File: src/rtl/sad_pkg.sv
// Shared constants and state encoding for the SAD sequencer.
package sad_pkg;

    typedef enum logic [2:0] {
        StIdle,
        StRead,
        StDrain,
        StCompare,
        StDone
    } sad_state_e;

    localparam int unsigned N_BIG       = 16;
    localparam int unsigned N_SMALL     = 8;

    // Four pixels per 32-bit word.
    localparam int unsigned WPR_BIG     = N_BIG / 4;
    localparam int unsigned WPR_SMALL   = N_SMALL / 4;
    localparam int unsigned WORDS_BIG   = WPR_BIG * N_BIG;
    localparam int unsigned WORDS_SMALL = WPR_SMALL * N_SMALL;

    localparam int unsigned K_W = $clog2(WORDS_BIG);
    localparam int unsigned C_W = $clog2(WPR_BIG);

    localparam logic [K_W-1:0] K_LAST_BIG   = K_W'(WORDS_BIG - 1);
    localparam logic [K_W-1:0] K_LAST_SMALL = K_W'(WORDS_SMALL - 1);
    localparam logic [C_W-1:0] C_LAST_BIG   = C_W'(WPR_BIG - 1);
    localparam logic [C_W-1:0] C_LAST_SMALL = C_W'(WPR_SMALL - 1);

endpackage

File: src/rtl/sad_absdiff4.sv
// Four-lane unsigned byte |a-b| summed into a 10-bit result.
module sad_absdiff4 (
    input  logic [31:0] a_i,
    input  logic [31:0] b_i,
    output logic [9:0]  sum_o
);

    // Per-lane absolute difference, then a flat add of the four lanes.
    always_comb begin
        logic [7:0] la;
        logic [7:0] lb;
        sum_o = '0;
        for (int i = 0; i < 4; i++) begin
            la = a_i[8*i +: 8];
            lb = b_i[8*i +: 8];
            sum_o = sum_o + 10'((la > lb) ? (la - lb) : (lb - la));
        end
    end

endmodule

File: src/rtl/sad_sequencer.sv
// Multi-cycle SAD sequencer: walks an NxN window, accumulates SAD, tracks minimum.
// Optional feature macro: SAD_EARLY_EXIT_EN (abort at a row end once acc >= MinSad).
module sad_sequencer
    import sad_pkg::*;
#(
    parameter int unsigned ADDR_W = 32,
    parameter int unsigned SAD_W  = 16,
    parameter int unsigned IDX_W  = 16
) (
    input  logic              clk,
    input  logic              Reset,
    input  logic              Start,
    input  logic              SmallBig,
    input  logic [ADDR_W-1:0] FrameBase,
    input  logic [ADDR_W-1:0] FrameStride,
    input  logic [ADDR_W-1:0] WinBase,
    input  logic [IDX_W-1:0]  CandIdx,
    input  logic              ClearMin,
    output logic [ADDR_W-1:0] FrameAddr,
    output logic [ADDR_W-1:0] WinAddr,
    output logic              MemRead,
    input  logic [31:0]       FrameData,
    input  logic [31:0]       WinData,
    output logic              Stall,
    output logic              Done,
    output logic [SAD_W-1:0]  SadOut,
    output logic [SAD_W-1:0]  MinSad,
    output logic [IDX_W-1:0]  MinIdx,
    output logic              Aborted
);

    sad_state_e        state_q, state_d;
    logic [ADDR_W-1:0] row_base_q, row_base_d;
    logic [ADDR_W-1:0] stride_q, stride_d;
    logic [ADDR_W-1:0] win_base_q, win_base_d;
    logic [IDX_W-1:0]  cand_q, cand_d;
    logic [IDX_W-1:0]  min_idx_q, min_idx_d;
    logic              small_q, small_d;
    logic [K_W-1:0]    k_q, k_d;
    logic [C_W-1:0]    c_q, c_d;
    logic [SAD_W-1:0]  acc_q, acc_d;
    logic [SAD_W-1:0]  sad_q, sad_d;
    logic [SAD_W-1:0]  min_sad_q, min_sad_d;
    logic              vld_q, vld_d;

    logic [9:0]        diff;
    logic [SAD_W-1:0]  acc_sum;
    logic              last_col;
    logic              last_word;
    logic              accumulate;
    logic              early_exit;

    sad_absdiff4 u_absdiff4 (
        .a_i   (FrameData),
        .b_i   (WinData),
        .sum_o (diff)
    );

    assign last_col   = small_q ? (c_q == C_LAST_SMALL) : (c_q == C_LAST_BIG);
    assign last_word  = small_q ? (k_q == K_LAST_SMALL) : (k_q == K_LAST_BIG);
    // Read data lands one cycle after the strobe, i.e. in READ or DRAIN.
    assign accumulate = vld_q && ((state_q == StRead) || (state_q == StDrain));
    assign acc_sum    = acc_q + SAD_W'(diff);

`ifdef SAD_EARLY_EXIT_EN
    logic row_end_q, row_end_d;
    logic aborted_q, aborted_d;

    assign row_end_d  = (state_q == StRead) && last_col;
    assign early_exit = accumulate && row_end_q && (acc_sum >= min_sad_q);

    // Row-end marker travels with the read data; abort flag lives until the next Start.
    always_ff @(posedge clk) begin
        if (Reset) begin
            row_end_q <= 1'b0;
            aborted_q <= 1'b0;
        end else begin
            row_end_q <= row_end_d;
            aborted_q <= aborted_d;
        end
    end

    // Clear on launch, set on an early exit.
    always_comb begin
        aborted_d = aborted_q;
        if (state_q == StIdle && Start) begin
            aborted_d = 1'b0;
        end
        if (early_exit) begin
            aborted_d = 1'b1;
        end
    end
`else
    assign early_exit = 1'b0;
`endif

    // State register.
    always_ff @(posedge clk) begin
        if (Reset) begin
            state_q <= StIdle;
        end else begin
            state_q <= state_d;
        end
    end

    // Next-state logic.
    always_comb begin
        state_d = state_q;
        unique case (state_q)
            StIdle:    if (Start) state_d = StRead;
            StRead: begin
                if (early_exit) begin
                    state_d = StDone;
                end else if (last_word) begin
                    state_d = StDrain;
                end
            end
            StDrain:   state_d = early_exit ? StDone : StCompare;
            StCompare: state_d = StDone;
            StDone:    state_d = StIdle;
            default:   state_d = StIdle;
        endcase
    end

    // FSM outputs.
    always_comb begin
        MemRead   = (state_q == StRead);
        Stall     = Start || (state_q != StIdle);
        Done      = (state_q == StDone);
        FrameAddr = MemRead ? (row_base_q + ADDR_W'(c_q)) : '0;
        WinAddr   = MemRead ? (win_base_q + ADDR_W'(k_q)) : '0;
`ifdef SAD_EARLY_EXIT_EN
        Aborted   = Done && aborted_q;
`else
        Aborted   = 1'b0;
`endif
    end

    assign SadOut = sad_q;
    assign MinSad = min_sad_q;
    assign MinIdx = min_idx_q;

    // Datapath next-state: operand latch, address walk, accumulation, minimum tracking.
    always_comb begin
        row_base_d = row_base_q;
        stride_d   = stride_q;
        win_base_d = win_base_q;
        cand_d     = cand_q;
        small_d    = small_q;
        k_d        = k_q;
        c_d        = c_q;
        acc_d      = acc_q;
        sad_d      = sad_q;
        min_sad_d  = min_sad_q;
        min_idx_d  = min_idx_q;
        vld_d      = MemRead;

        if (state_q == StIdle && Start) begin
            row_base_d = FrameBase;
            stride_d   = FrameStride;
            win_base_d = WinBase;
            cand_d     = CandIdx;
            small_d    = SmallBig;
            k_d        = '0;
            c_d        = '0;
            acc_d      = '0;
        end

        if (state_q == StRead) begin
            k_d = k_q + K_W'(1);
            if (last_col) begin
                c_d        = '0;
                row_base_d = row_base_q + stride_q;
            end else begin
                c_d = c_q + C_W'(1);
            end
        end

        if (accumulate) begin
            acc_d = acc_sum;
        end

        if (early_exit) begin
            sad_d = acc_sum;
        end

        // Clear first so a coinciding compare always installs the new result.
        if (ClearMin) begin
            min_sad_d = '1;
            min_idx_d = '0;
        end

        if (state_q == StCompare) begin
            sad_d = acc_q;
            if (acc_q < min_sad_d) begin
                min_sad_d = acc_q;
                min_idx_d = cand_q;
            end
        end
    end

    // Datapath registers.
    always_ff @(posedge clk) begin
        if (Reset) begin
            row_base_q <= '0;
            stride_q   <= '0;
            win_base_q <= '0;
            cand_q     <= '0;
            small_q    <= 1'b0;
            k_q        <= '0;
            c_q        <= '0;
            acc_q      <= '0;
            sad_q      <= '0;
            min_sad_q  <= '1;
            min_idx_q  <= '0;
            vld_q      <= 1'b0;
        end else begin
            row_base_q <= row_base_d;
            stride_q   <= stride_d;
            win_base_q <= win_base_d;
            cand_q     <= cand_d;
            small_q    <= small_d;
            k_q        <= k_d;
            c_q        <= c_d;
            acc_q      <= acc_d;
            sad_q      <= sad_d;
            min_sad_q  <= min_sad_d;
            min_idx_q  <= min_idx_d;
            vld_q      <= vld_d;
        end
    end

endmodule
File: config.mk
export PLATFORM = sky130hd
export DESIGN_NAME = sad_sequencer
export DESIGN_NICKNAME = d
export VERILOG_FILES = /design/src/rtl/sad_pkg.sv /design/src/rtl/sad_absdiff4.sv /design/src/rtl/sad_sequencer.sv
export SDC_FILE = /design/constraint.sdc
export NUM_CORES = 1
export LEC_CHECK = 0
export ABC_AREA = 1
export CORE_UTILIZATION = 45
export CTS_CLUSTER_SIZE = 10
export DETAILED_ROUTE_END_ITERATION = 16
export DONT_BUFFER_PORTS = 1
export GPL_TIMING_DRIVEN = 1
export PLACE_DENSITY = 0.64
export SETUP_SLACK_MARGIN = 0.3
export SYNTH_ARGS = -nofsm -noshare
export SYNTH_HDL_FRONTEND = slang
export SYNTH_SLANG_ARGS = --single-unit
File: constraint.sdc
create_clock -name clk -period 6.83 [get_ports clk]
set_clock_uncertainty 0.2 [all_clocks]
set_input_delay 0.3415 -clock clk [delete_from_list [all_inputs] [get_ports clk]]
set_output_delay 0.3415 -clock clk [all_outputs]
set_load 0.02 [all_outputs]
==> After elaboration in Yosys (flattened, before gate mapping) <==
Cells that the tools add are included.
{ "totals": {"output_inout_bits": 116, "input_bits": 181, "word_cells": 81, "ff_bits": 189} }
{ "op_classes": {"reduce_logical": 9, "muxes": 27, "n_lt_le_gt_ge": 5, "addsub": 17, "eq_ne": 10} }
{ "op_table": {"columns": ["op", "n"], "rows": [
  ["two-way mux 32 bit", 5],
  ["two-way mux 16 bit", 8],
  ["subtractor 8 x 8 -> 9 bit", 8],
  ["two-way mux 10 bit", 4],
  ["adder 32 x 2 -> 32 bit", 1],
  ["adder 32 bit", 1],
  ["adder 32 x 6 -> 32 bit", 1],
  ["> comparator 8 bit", 4],
  ["adder 10 bit", 3],
  ["adder 16 x 10 -> 16 bit", 1],
  ["less-than comparator 16 bit", 1],
  ["two-way mux 6 bit", 2],
  ["case mux 3 bit (4 select lines)", 1],
  ["adder 6 x 1 -> 6 bit (second input constant)", 1],
  ["== test 3 x 2 -> 1 bit (second input constant)", 2],
  ["== test 6 x 4 -> 1 bit (second input constant)", 1],
  ["== test 6 bit (second input constant)", 1],
  ["two-way mux 2 bit", 3],
  ["two-way mux 3 bit", 2],
  ["nonzero test 2 bit", 2],
  ["== test 3 x 1 -> 1 bit (second input constant)", 1],
  ["== test 3 bit (second input constant)", 1],
  ["logical NOT 3 bit", 1],
  ["nonzero test 3 bit", 1],
  ["other kinds (9)", 12]
]} }

==> Depth between registers and ports, before layout <==
Gate-level depths: netlist of the first run.
{ "logic_depth": {"depth_word": 7, "ltp_mapped": 38, "depth_no_buf": 37} }

==> Hierarchy <==
A second synthesis of the first run with hierarchy kept.
{ "unflattened": {"cells_unflattened": 2733, "hier_area_um2": 16772.3} }
{ "modules_own_cells": {"columns": ["module", "seq_area_each_um2", "area_per_inst_um2", "n_inst", "cells_per_inst"], "rows": [
  ["sad_sequencer", 3783.6, 12513.3, 1, 2055],
  ["sad_absdiff4", 0.0, 4259.1, 1, 678]
]} }

==> Worst setup path after synthesis of the first run <==
Ideal clock, no wire load.
{ "synth_path": {"kind": "input -> register", "startpoint": "input port FrameData[21]", "endpoint": "register acc_q[12]", "slack_ns": 1.449, "required_time_ns": 6.511, "setup_ns": 0.119, "t_arrival_ns": 5.062, "n_path_buf": 2, "path_stages": 34, "path_cell_list": "inv_1 > ha_1 > clkbuf_1 > nand2_1 > nor2_1 > nand2_1 > nand2_1 > nand2_1 > nand2_1 > nand2_1 > buf_2 > nand2_1 > nand2_1 > fa_1 > inv_1 > fa_1 > inv_1 > ha_1 > inv_1 > fa_1 > o21ai_0 > nand2_1 > a21oi_1 > nor2_1 > xor2_1 > inv_1 > ha_1 > nand2_1 > nor2_1 > nand3_1 > nand3_1 > nand3_1 > o21ai_0 > a21oi_1"} }
{ "synth_between": {"elab_chain_len": 6, "word_cells_on_any_way": 8, "classes_between": "add/sub (5); order compare (1); mux (2)"} }
{ "synth_lines": {"columns": ["element", "line_no", "rtl"], "rows": [
  ["start, declared", "sad_sequencer.sv:22", "input logic [31:0] FrameData,"],
  ["subtractor 8 x 8 -> 9 bit or > comparator 8 bit (tied branches)", "sad_absdiff4.sv:16", "sum_o = sum_o + 10'((la > lb) ? (la - lb) : (lb - la));"],
  ["two-way mux 10 bit *", "sad_absdiff4.sv:16", null],
  ["adder 10 bit * (2 in series)", "sad_absdiff4.sv:16", null],
  ["adder 16 x 10 -> 16 bit *", "sad_sequencer.sv:63", "assign acc_sum = acc_q + SAD_W'(diff);"],
  ["two-way mux 16 bit *", "sad_sequencer.sv:179", "if (accumulate) begin"],
  ["end signal, assigned", "sad_sequencer.sv:212", "acc_q <= '0;"],
  ["end signal, assigned", "sad_sequencer.sv:225", "acc_q <= acc_d;"],
  ["end, declared", "sad_sequencer.sv:41", "logic [SAD_W-1:0] acc_q, acc_d;"]
]} }
Mark *: on every way between the ends. The rest lies on a longest branch, timed or not.
A chain may end at the register's enable or synchronous reset.

==> Worst setup path after layout of the first run <==
{ "layout_path": {"startpoint": "input port FrameData[22]", "endpoint": "register acc_q[14]"} }
Same word-level chain as after synthesis.

==> results.md, run 1 <==
- Worst-Margin Slew: 0.980 ns
- Reg2reg start: state_q[2]$_SDFFE_PP0P_
- CP most frequent cell: nand2_1
- Synth Cell Area: 16800 sq um
- Total number of vias: 17300
- TNS Setup: 0 ns
- Crit end category: flop
- Drt drc: 0
- Hold Violations, Final: 0
- Minimum clock period: 5.74 ns
- Die height: 195 microns
- DIE AREA: 38000 sq um
- Synthesized instance count: 2746
- WL final: 54100 microns
- Syn. warnings: 0
- Clk Latency, worst-skew pair: 0.45 ns
- Nets@finish: 3136
- WP buf/inv: 6
- Worst EP arrival: 5.86 ns
- CTS root buf: clkbuf_16
- First-pass GRT wire length: 86600 microns
- Number of vias per cell: 5.28
- Status: complete, no violations
- Clock buffer depth: 2
- Fmax: 174 MHz
- H-tree depth: 4
- Netlist cell types: 54
- Final period util: 84.0%
- Detailed Place HPWL: 41700 microns
- Num rows: 70
- Static Leak: 0.00919 uW
- Power Density: 259 nW/um^2
- Critical path's top delay family: adder cells
- Core Area: 36600 sq um
- Reg clk slew, reported paths: 0.07 ns
- Grt total ovfl: 0
- Flop-to-flop setup slack: 3.06 ns
- Setup WS post-layout: 1.09 ns
- Fin. max-slew vios: 0
- Placer Congestion: 1.01
- # fillers: 3891
- Syn nets: 3095
- Slew margin rel.: 34.2%
- Max Fanout on Critical Path: 11
- Wire per inst: 16.5 microns
- Seq cells post-synth: 189
- Storage element area: 3780 sq um
- I/O Pins: 297
- FF-to-FF End: row_base_q[13]$_SDFF_PP0_
- Area of the multi-input gates: 10800 sq um
- PortBufs: 0
- GRT Total Usage: 28.2%
- Min-Delay Path Depth: 6
- Mean Syn Cell Area: 6.10 sq um
- DR pass1 iterations: 7
- Worst Hold End: row_base_q[31]$_SDFF_PP0_
- Iter 0 DRT Violations: 1003
- Placed inst area: 17000 sq um
- Finished Cell Area: 18700 sq um
- Clk sinks: 189
- Initial Utilization: 45.8%
- Worst IR Drop VDD: 0.288 mV
- Setup violations, final: 0
- Vias in the first global route: 16600
- Hold Startpoint: FrameBase[31]
- Critical Path Source Type: input port
- Largest net degree at the start of global routing: 92
- CTS tree: done
- Worst Path Class, Setup: input port to flop
- Proportion of synthesized chip area in sequential cells: 22.6%
- DIE WIDTH: 195 microns
- RSZ-0062 raised after global routing: false
- Hold Crit Class: input port to flop
- Worst slack at placement: 0.629 ns
- Fraction of layout cells with a size suffix above 1: 2.64%
- Area grow syn2layout: 11.8%
- Max-cap violations: 0
- CTS Buf Count: 17
- Worst Path Required: 6.96 ns
- Slowest stage delay, CP: 0.55 ns
- Post-cts gate resize count: 0
- Routed Antenna Nets: 0
- CP max stage cell: fa_1
- Initial antenna violation count: 1
- R2R depth: 8
## metal layers
metal  wire (microns)  global-route usage (%)  up-vias
met1            24200                    35.6     7926
met2            25300                    49.0      494
met4             1580                    9.80        0
li1                 -                       -     8763
met5                0                       0        -
met3             2970                    4.04       74
## sequential cells by signal, summed over array words and instances (netlist names)
name	flops
vld_q	1
cand_q	16
acc_q	16
MinIdx	16
k_q	6
MinSad	16
c_q	2
row_base_q	32
win_base_q	32
small_q	1
state_q	3
stride_q	32
SadOut	16
## power breakdown
part           total, uW  leakage, uW  switching, uW  internal (uW)
sequential          1290      0.00154            105           1180
combinational       2460      0.00733           1570            896
clock               1100     0.000314            553            547
## worst max path at each step
| stage | from | to | slack [ns] | depth (start not counted) |
|---|---|---|---|---|
| global placement | FrameData[22] | acc_q[12]$_SDFFE_PP0P_ | 0.78 | 32 |
| detailed placement | FrameData[22] | acc_q[14]$_SDFFE_PP0P_ | 0.63 | 32 |
| CTS | FrameData[22] | acc_q[14]$_SDFFE_PP0P_ | 1.11 | 32 |
| finish | FrameData[22] | acc_q[14]$_SDFFE_PP0P_ | 1.09 | 32 |
| global route | FrameData[10] | acc_q[12]$_SDFFE_PP0P_ | 0.57 | 34 |
| floorplan | FrameData[21] | acc_q[12]$_SDFFE_PP0P_ | 1.45 | 34 |
## cell usage after synthesis, drive strengths merged
| master | count | area (sq um) |
|---|---|---|
| conb | 1 | 3.75 |
| nand2 | 747 | 2810 |
| nor3b | 3 | 22.5 |
| o31ai | 4 | 30.0 |
| nand4 | 37 | 231 |
| clkbuf | 45 | 170 |
| ha | 138 | 1730 |
| a31oi | 4 | 25.0 |
| nor4 | 8 | 56.3 |
| buf | 48 | 264 |
| o211a | 1 | 10.0 |
| a32o | 1 | 10.0 |
| a21boi | 2 | 15.0 |
| fa | 30 | 601 |
| nand3 | 195 | 981 |
| o221ai | 4 | 35.0 |
| dfxtp | 189 | 3780 |
| and3 | 2 | 12.5 |
| o22ai | 2 | 12.5 |
| nor3 | 37 | 224 |
| xor2 | 47 | 412 |
| inv | 477 | 1790 |
| a221oi | 4 | 35.0 |
| a211oi | 2 | 15.0 |
| o21a | 1 | 7.51 |
| and2 | 1 | 6.26 |
| o211ai | 11 | 82.6 |
| a22oi | 1 | 7.51 |
| o2111ai | 1 | 8.76 |
| clkinv | 1 | 3.75 |
| o311a | 1 | 10.0 |
| nor2 | 254 | 958 |
| a21o | 5 | 37.5 |
| o21ai | 133 | 673 |
| a21oi | 263 | 1320 |
| xnor2 | 25 | 219 |
| mux2i | 1 | 10.0 |
| or2 | 11 | 68.8 |
| o21bai | 9 | 67.6 |
## timing repair
| action | 4_1_cts | 5_1_grt |
|---|---|---|
| hold endpoints to repair | 154 | 0 |
| hold buffers | 108 | 0 |
| setup endpoints to repair | 0 | 0 |
| buffers inserted | 0 | 0 |
## through the flow
stage	cells	total power, uW	hold WS (ns)	util [%]
floorplan	2746	3170	0.230	-
global placement	3128	3690	0.218	46.4
detailed placement	3128	3690	0.219	46.4
CTS	3268	4860	0.0118	51.2
global route	3268	5290	0.0339	51.2
finish	3270	4850	0.0381	51.2
## cells in the final DEF, fill, tap and decap left out, types with 11 or more instances in the layout
cell	Yosys	routed
nand2_1	745	745
inv_1	470	469
a21oi_1	261	261
nor2_1	252	252
nand3_1	194	193
dfxtp_1	189	189
ha_1	138	138
o21ai_0	122	122
dlygate4sd3_1	0	106
xor2_1	47	47
nand4_1	37	37
nor3_1	33	33
fa_1	30	30
xnor2_1	25	25
clkbuf_16	0	17
o211ai_1	11	11
## area by class of cell
| class | instances | area share [%] |
|---|---|---|
| Multi-Input combinational cell | 1986 | 57.4 |
| Sequential cell | 189 | 20.2 |
| Timing Repair Buffer | 115 | 6.20 |
| Tap cell | 468 | 3.13 |
| Clock inverter | 15 | 1.18 |
| Clock buffer | 17 | 2.27 |
| Inverter | 478 | 9.58 |
| Antenna cell | 2 | 0.0267 |
## kinds of logic (layout without fill, tap and decap cells)
| group | after synthesis | after routing | share of synthesized area [%] |
|---|---|---|---|
| simple gates | 1295 | 1295 | 32.0 |
| buf+inv | 571 | 625 | 13.3 |
| compound gates | 449 | 449 | 14.4 |
| flops | 189 | 189 | 22.6 |
| fa+ha+maj | 168 | 168 | 13.9 |
| xor+xnor | 72 | 72 | 3.76 |
| other cells | 1 | 3 | 0.0224 |
| mux | 1 | 1 | 0.0597 |
## tightest hold or removal path, cell delays in order
cell and delay, ns:
nand2_1 0.06, nand3_1 0.08, nand2_1 0.05, inv_1 0.04, nand2_1 0.04, inv_1 0.04
Power figures use the tool's default switching activity.
==> inputs of run 2 (changes only) <==
==> constraint.sdc (replaced) <==
create_clock -name clk -period 6 [get_ports clk]
set_clock_uncertainty 0.2 [all_clocks]
set_input_delay 0.3 -clock clk [delete_from_list [all_inputs] [get_ports clk]]
set_output_delay 0.3 -clock clk [all_outputs]
set_load 0.02 [all_outputs]
==> run 2 against run 1 <==
  * Via count down 0.19%
  * Global-route usage about the same
  * Routed wire length is 0.45% higher
  * Register-to-register slack got worse by 0.38 ns
  * Worst setup slack lost 0.34 ns
  * Hold slack got worse by 0.019 ns
  * Combinational power rose by 15%
  * Largest cell class unchanged
  * Highest routed layer is now met5
==> results.md, run 2 (synthesis results as in run 1) <==
- Leading registers by flop count: row_base_q (32), stride_q (32), win_base_q (32)
- Reg clk slew, reported paths: 0.09 ns
- PortBufs: 0
- Worst slack at placement: 0.108 ns
- Crit end category: flop
- Clock buffer depth: 2
- Clock power share: 22.5%
- Status: complete, no violations
- Fmax: 191 MHz
- Flop-to-flop setup slack: 2.68 ns
- Largest net degree at the start of global routing: 89
- CP most frequent cell: nand2_1
- DIE WIDTH: 195 microns
- Critical Path Source Type: input port
- Final period util: 87.4%
- I/O Pins: 297
- Vias in the first global route: 16500
- Initial Utilization: 45.8%
- Detailed Place HPWL: 42000 microns
- Hold WS: 0.0192 ns
- Post-CTS setup buffers: 0
- Max Fanout on Critical Path: 11
- Worst Path Required: 6.13 ns
- Placed cells: 3135
- H-tree depth: 4
- Slew margin rel.: 36.6%
- Clk sinks: 189
- TNS Setup: 0 ns
- Area grow syn2layout: 12.6%
- Num rows: 70
- WL final: 54300 microns
- Nets@finish: 3148
- CTS Buf Count: 17
- Routed Antenna Nets: 0
- Iter 0 DRT Violations: 1103
- Area of the multi-input gates: 10800 sq um
- Clk Latency, worst-skew pair: 0.46 ns
- Internal power: 3020 uW
- Drt drc: 0
- Sw frac: 45.6%
- RSZ-0062 raised after global routing: false
- GRT Total Usage: 28.2%
- Initial antenna violation count: 2
- Grt total ovfl: 0
- Hold Crit Class: input port to flop
- Most frequent cells in the layout: nand2_1, inv_1, a21oi_1
- Max-cap violations: 0
- Fin. max-slew vios: 0
- Worst-Margin Slew: 0.944 ns
- DR pass1 iterations: 5
- Design Power: 5550 uW
- Core Area: 36600 sq um
- Setup violations, final: 0
- CTS tree: done
- # fillers: 3848
- Setup WS post-layout: 0.757 ns
- Power Density: 294 nW/um^2
- Slowest stage delay, CP: 0.50 ns
- Most common cell after layout, fill and taps aside: nand2_1
- CP max stage cell: fa_1
- CTS root buf: clkbuf_16
- Number of vias per cell: 5.25
- Power share of the sequential group: 26.4%
- Wire per inst: 16.5 microns
- Worst EP arrival: 5.37 ns
- Die height: 195 microns
- Worst IR Drop VDD: 0.265 mV
- Placer Congestion: 0.987
- Non-Filler Instances: 3281
- DIE AREA: 38000 sq um
- Storage element area: 3780 sq um
- NetSw: 2530 uW
- Combinational Power Share: 51.1%
- Minimum clock period: 5.24 ns
- Worst Path Class, Setup: input port to flop
- Hold Violations, Final: 0
- First-pass GRT wire length: 86300 microns
- Fraction of layout cells with a size suffix above 1: 3.17%
- Static Leak: 0.00923 uW
- Total number of vias: 17200
## run 2: power groups by stage
stage	Clock, uW	Combinational, uW	Sequential, uW
after global routing	1330	3250	1480
after floorplan	0	2160	1450
final	1250	2840	1460
after CTS	1280	2830	1460
after global placement	0	2720	1490
after detailed placement	0	2750	1490
## run 2: critical path, delay by kind of cell
family / cells / cell delay, ns
XOR/XNOR: 1 / 0.12
AO/OA/AOI/OAI: 4 / 0.63
adder cells (fa/ha/maj): 6 / 2.21
buffers and inverters: 6 / 0.40
AND/OR/NAND/NOR: 17 / 1.72
## run 2: cell type report
class / instances / share of cell area, %
sequential: 189 / 20.1
timing repair buffer: 127 / 6.70
antenna: 1 / 0.0133
clock inverter: 15 / 1.23
inverter: 478 / 9.52
clock buffer: 17 / 2.25
multi-input combinational: 1986 / 57.1
tap: 468 / 3.10
## run 2: worst paths after layout
check                                              from  depth (start not counted)                     endpoint
worst min register to register  cand_q[15]$_SDFFE_PP0P_                          2      cand_q[15]$_SDFFE_PP0P_
worst min-delay path                              Reset                          2  win_base_q[31]$_SDFFE_PP0P_
worst max-delay path                       FrameData[9]                         34       acc_q[14]$_SDFFE_PP0P_
worst max register to register  state_q[2]$_SDFFE_PP0P_                          7  win_base_q[17]$_SDFFE_PP0P_
## run 2: repair_timing
action / in CTS / in global routing
hold buffers: 113 / 0
endpoints found under the setup margin: 0 / 7
endpoints found under the hold margin: 160 / 0
resized for setup: 0 / 10
## run 2: through the flow
step | area [sq um] | utilization, %
floorplan | 16800 | -
global placement | 17000 | 46.5
detailed placement | 17000 | 46.5
CTS | 18800 | 51.5
global route | 18900 | 51.5
finish | 18900 | 51.5
## run 2: routing by layer
metal	track usage, %	part of all wire, %
met5	0	0.018
met4	10.9	3.3
met3	4.34	5.9
met2	48.0	46
met1	35.8	45
==> inputs of run 3 (changes only) <==
--- a/config.mk
+++ b/config.mk
@@ -6,13 +6,14 @@
 export NUM_CORES = 1
 export LEC_CHECK = 0
 export ABC_AREA = 1
-export CORE_UTILIZATION = 45
+export CORE_UTILIZATION = 56
 export CTS_CLUSTER_SIZE = 10
 export DETAILED_ROUTE_END_ITERATION = 16
 export DONT_BUFFER_PORTS = 1
 export GPL_TIMING_DRIVEN = 1
-export PLACE_DENSITY = 0.64
+export PLACE_DENSITY = 0.75
 export SETUP_SLACK_MARGIN = 0.3
 export SYNTH_ARGS = -nofsm -noshare
 export SYNTH_HDL_FRONTEND = slang
+export SYNTH_HIERARCHICAL = 1
 export SYNTH_SLANG_ARGS = --single-unit
==> run 3 against run 2 <==
  * Via count grew 2.2%
  * First-iteration DRC count grew 32%
  * Sequential share of layout area grew 0.35 points
  * Core utilization grew 12 points
  * Sequential power is essentially flat
  * Fmax grew 2.7%
  * Largest cell class unchanged
==> results.md, run 3 <==
- Clock buffer depth: 2
- WL final: 51400 microns
- Wire per inst: 16.2 microns
- DIE WIDTH: 175 microns
- CTS root buf: clkbuf_16
- H-tree depth: 4
- Seq cells post-synth: 189
- Worst IR Drop VDD: 0.258 mV
- Design Power: 5120 uW
- Setup violations, final: 0
- Post-cts gate resize count: 0
- Finished Cell Area: 18500 sq um
- Fin util: 63.8%
- Fmax: 196 MHz
- Placer Congestion: 0.987
- Power Density: 276 nW/um^2
- Yosys top cell area share: 22.6%
- Worst-Margin Slew: 0.878 ns
- CTS tree: done
- Netlist cell types: 53
- Synth cell count leaders: nand2_1, inv_1, nor2_1
- Fraction of layout cells with a size suffix above 1: 3.38%
- Syn. warnings: 6
- Iter 0 DRT Violations: 1458
- Initial Utilization: 57.7%
- Drt drc: 0
- Minimum clock period: 5.11 ns
- Synth Cell Area: 16800 sq um
- Nets@finish: 3122
- CP most frequent cell: nand2_1
- Synthesized instance count: 2733
- Reg clk slew, reported paths: 0.07 ns
- Most used flip-flop cell after synthesis: dfxtp_1
- Post-CTS Hold Buffers: 108
- Num rows: 62
- Most common cell in the netlist: nand2_1
- Hold Violations, Final: 0
- Slowest stage delay, CP: 0.49 ns
- Placed inst area: 16800 sq um
- I/O Pins: 297
- Vias in the first global route: 16600
- Max-cap violations: 0
- TNS Setup: 0 ns
- Static Leak: 0.00931 uW
- Critical Path Source Type: input port
- Most frequent cells in the layout: nand2_1, inv_1, nor2_1
- PortBufs: 0
- Proportion of synthesized chip area in sequential cells: 22.6%
- Hold WS: 0.00237 ns
- Synth top area cells: dfxtp_1, nand2_1, ha_1, inv_1, a21oi_1
- Initial antenna violation count: 1
- Fin. max-slew vios: 0
- DIE AREA: 30600 sq um
- WP buf/inv: 3
- Core Area: 29100 sq um
- FFs w/ async S/R, synth: 0%
- Total number of vias: 17600
- Critical path's top delay family: adder cells
- Detailed Place HPWL: 38600 microns
- CP max stage cell: fa_1
- Worst Path Class, Setup: input port to flop
- CTS Buf Count: 17
- GRT Total Usage: 32.8%
- Max Fanout on Critical Path: 13
- Largest net degree at the start of global routing: 88
- Status: complete, no violations
- Crit end category: flop
- Yosys top cell by area: dfxtp_1
- Worst Path Required: 6.13 ns
- Die height: 175 microns
- Mean Syn Cell Area: 6.14 sq um
- Clk Latency, worst-skew pair: 0.45 ns
- DR pass1 iterations: 6
- Hold Crit Class: input port to flop
- Slew margin rel.: 41.2%
- Post-CTS setup buffers: 0
- Number of synthesized flops with an enable pin: 0
- Leading registers by flop count: row_base_q (32), stride_q (32), win_base_q (32)
- Grt total ovfl: 0
- Most common cell after layout, fill and taps aside: nand2_1
- Clk sinks: 189
- Routed Antenna Nets: 0
- Number of vias per cell: 5.55
- Syn nets: 3082
- Area grow syn2layout: 10.6%
- RSZ-0062 raised after global routing: false
- First-pass GRT wire length: 81400 microns
- Worst EP arrival: 5.24 ns
- Final period util: 85.1%
==> run 3: cell types whose count changed after synthesis, sizes merged, moves of 11 or more <==
cell | before | now
nand3 | 195 | 178
xnor2 | 25 | 13
a21oi | 263 | 240
inv | 477 | 420
nand2 | 747 | 824
xor2 | 47 | 58
nor3 | 37 | 48
nand4 | 37 | 24
==> run 3: final timing paths <==
kind                               end                    start  cells past startpoint  slack (ns)
max             acc_q[12]$_SDFFE_PP0P_            FrameData[10]                     31        0.89
min          row_base_q[26]$_SDFF_PP0_            FrameBase[26]                      6       0.002
max reg2reg   stride_q[5]$_SDFFE_PP0P_  state_q[2]$_SDFFE_PP0P_                      7        2.31
min reg2reg     cand_q[8]$_SDFFE_PP0P_   cand_q[8]$_SDFFE_PP0P_                      2        0.27
==> run 3: tightest hold or removal path, delay by kind of cell <==
kind	cells	cell delay (ns)
AND/OR/NAND/NOR	4	0.24
buffers and inverters	2	0.09
==> run 3: stage by stage <==
step	instances	setup WS [ns]
2_1_floorplan	2733	1.02
3_3_place_gp	3030	0.684
3_5_place_dp	3030	0.477
4_1_cts	3169	0.947
5_1_grt	3170	0.341
6_report	3171	0.894
==> run 3: routing by layer <==
metal  global-route usage (%)  vias up  part of all wire [%]
met5                        0        -                     0
met3                     4.85      126                   7.9
li1                         -     8724                     -
met4                     13.8        0                   3.6
met1                     40.3     8029                    42
met2                     56.8      732                    47
==> run 3: cell type report <==
| cell class | count | area [sq um] |
|---|---|---|
| sequential | 189 | 3780 |
| tap | 384 | 480 |
| fill | 2736 | 10500 |
| clock inverter | 11 | 133 |
| clock buffer | 20 | 467 |
| inverter | 422 | 1590 |
| multi-input combinational | 2031 | 11000 |
| timing repair buffer | 112 | 1130 |
| antenna | 2 | 5.00 |
==> run 3: cell families (layout without fill, tap and decap cells) <==
family	after synthesis	after routing	synth area share, %
and+or+nand+nor	1366	1366	34.0
xor gates and xnor gates	71	71	3.71
AOI/OAI and AO/OA	425	425	13.7
buffers and inverters	513	565	12.1
other	1	3	0.0224
adders and majority gates	168	168	13.9
DFF	189	189	22.6
==> run 3: power breakdown <==
part           switching (uW)  internal, uW  leakage (uW)
clock                     552           618      0.000280
sequential                124          1340       0.00154
combinational            1580           902       0.00749
total                    2250          2860       0.00931
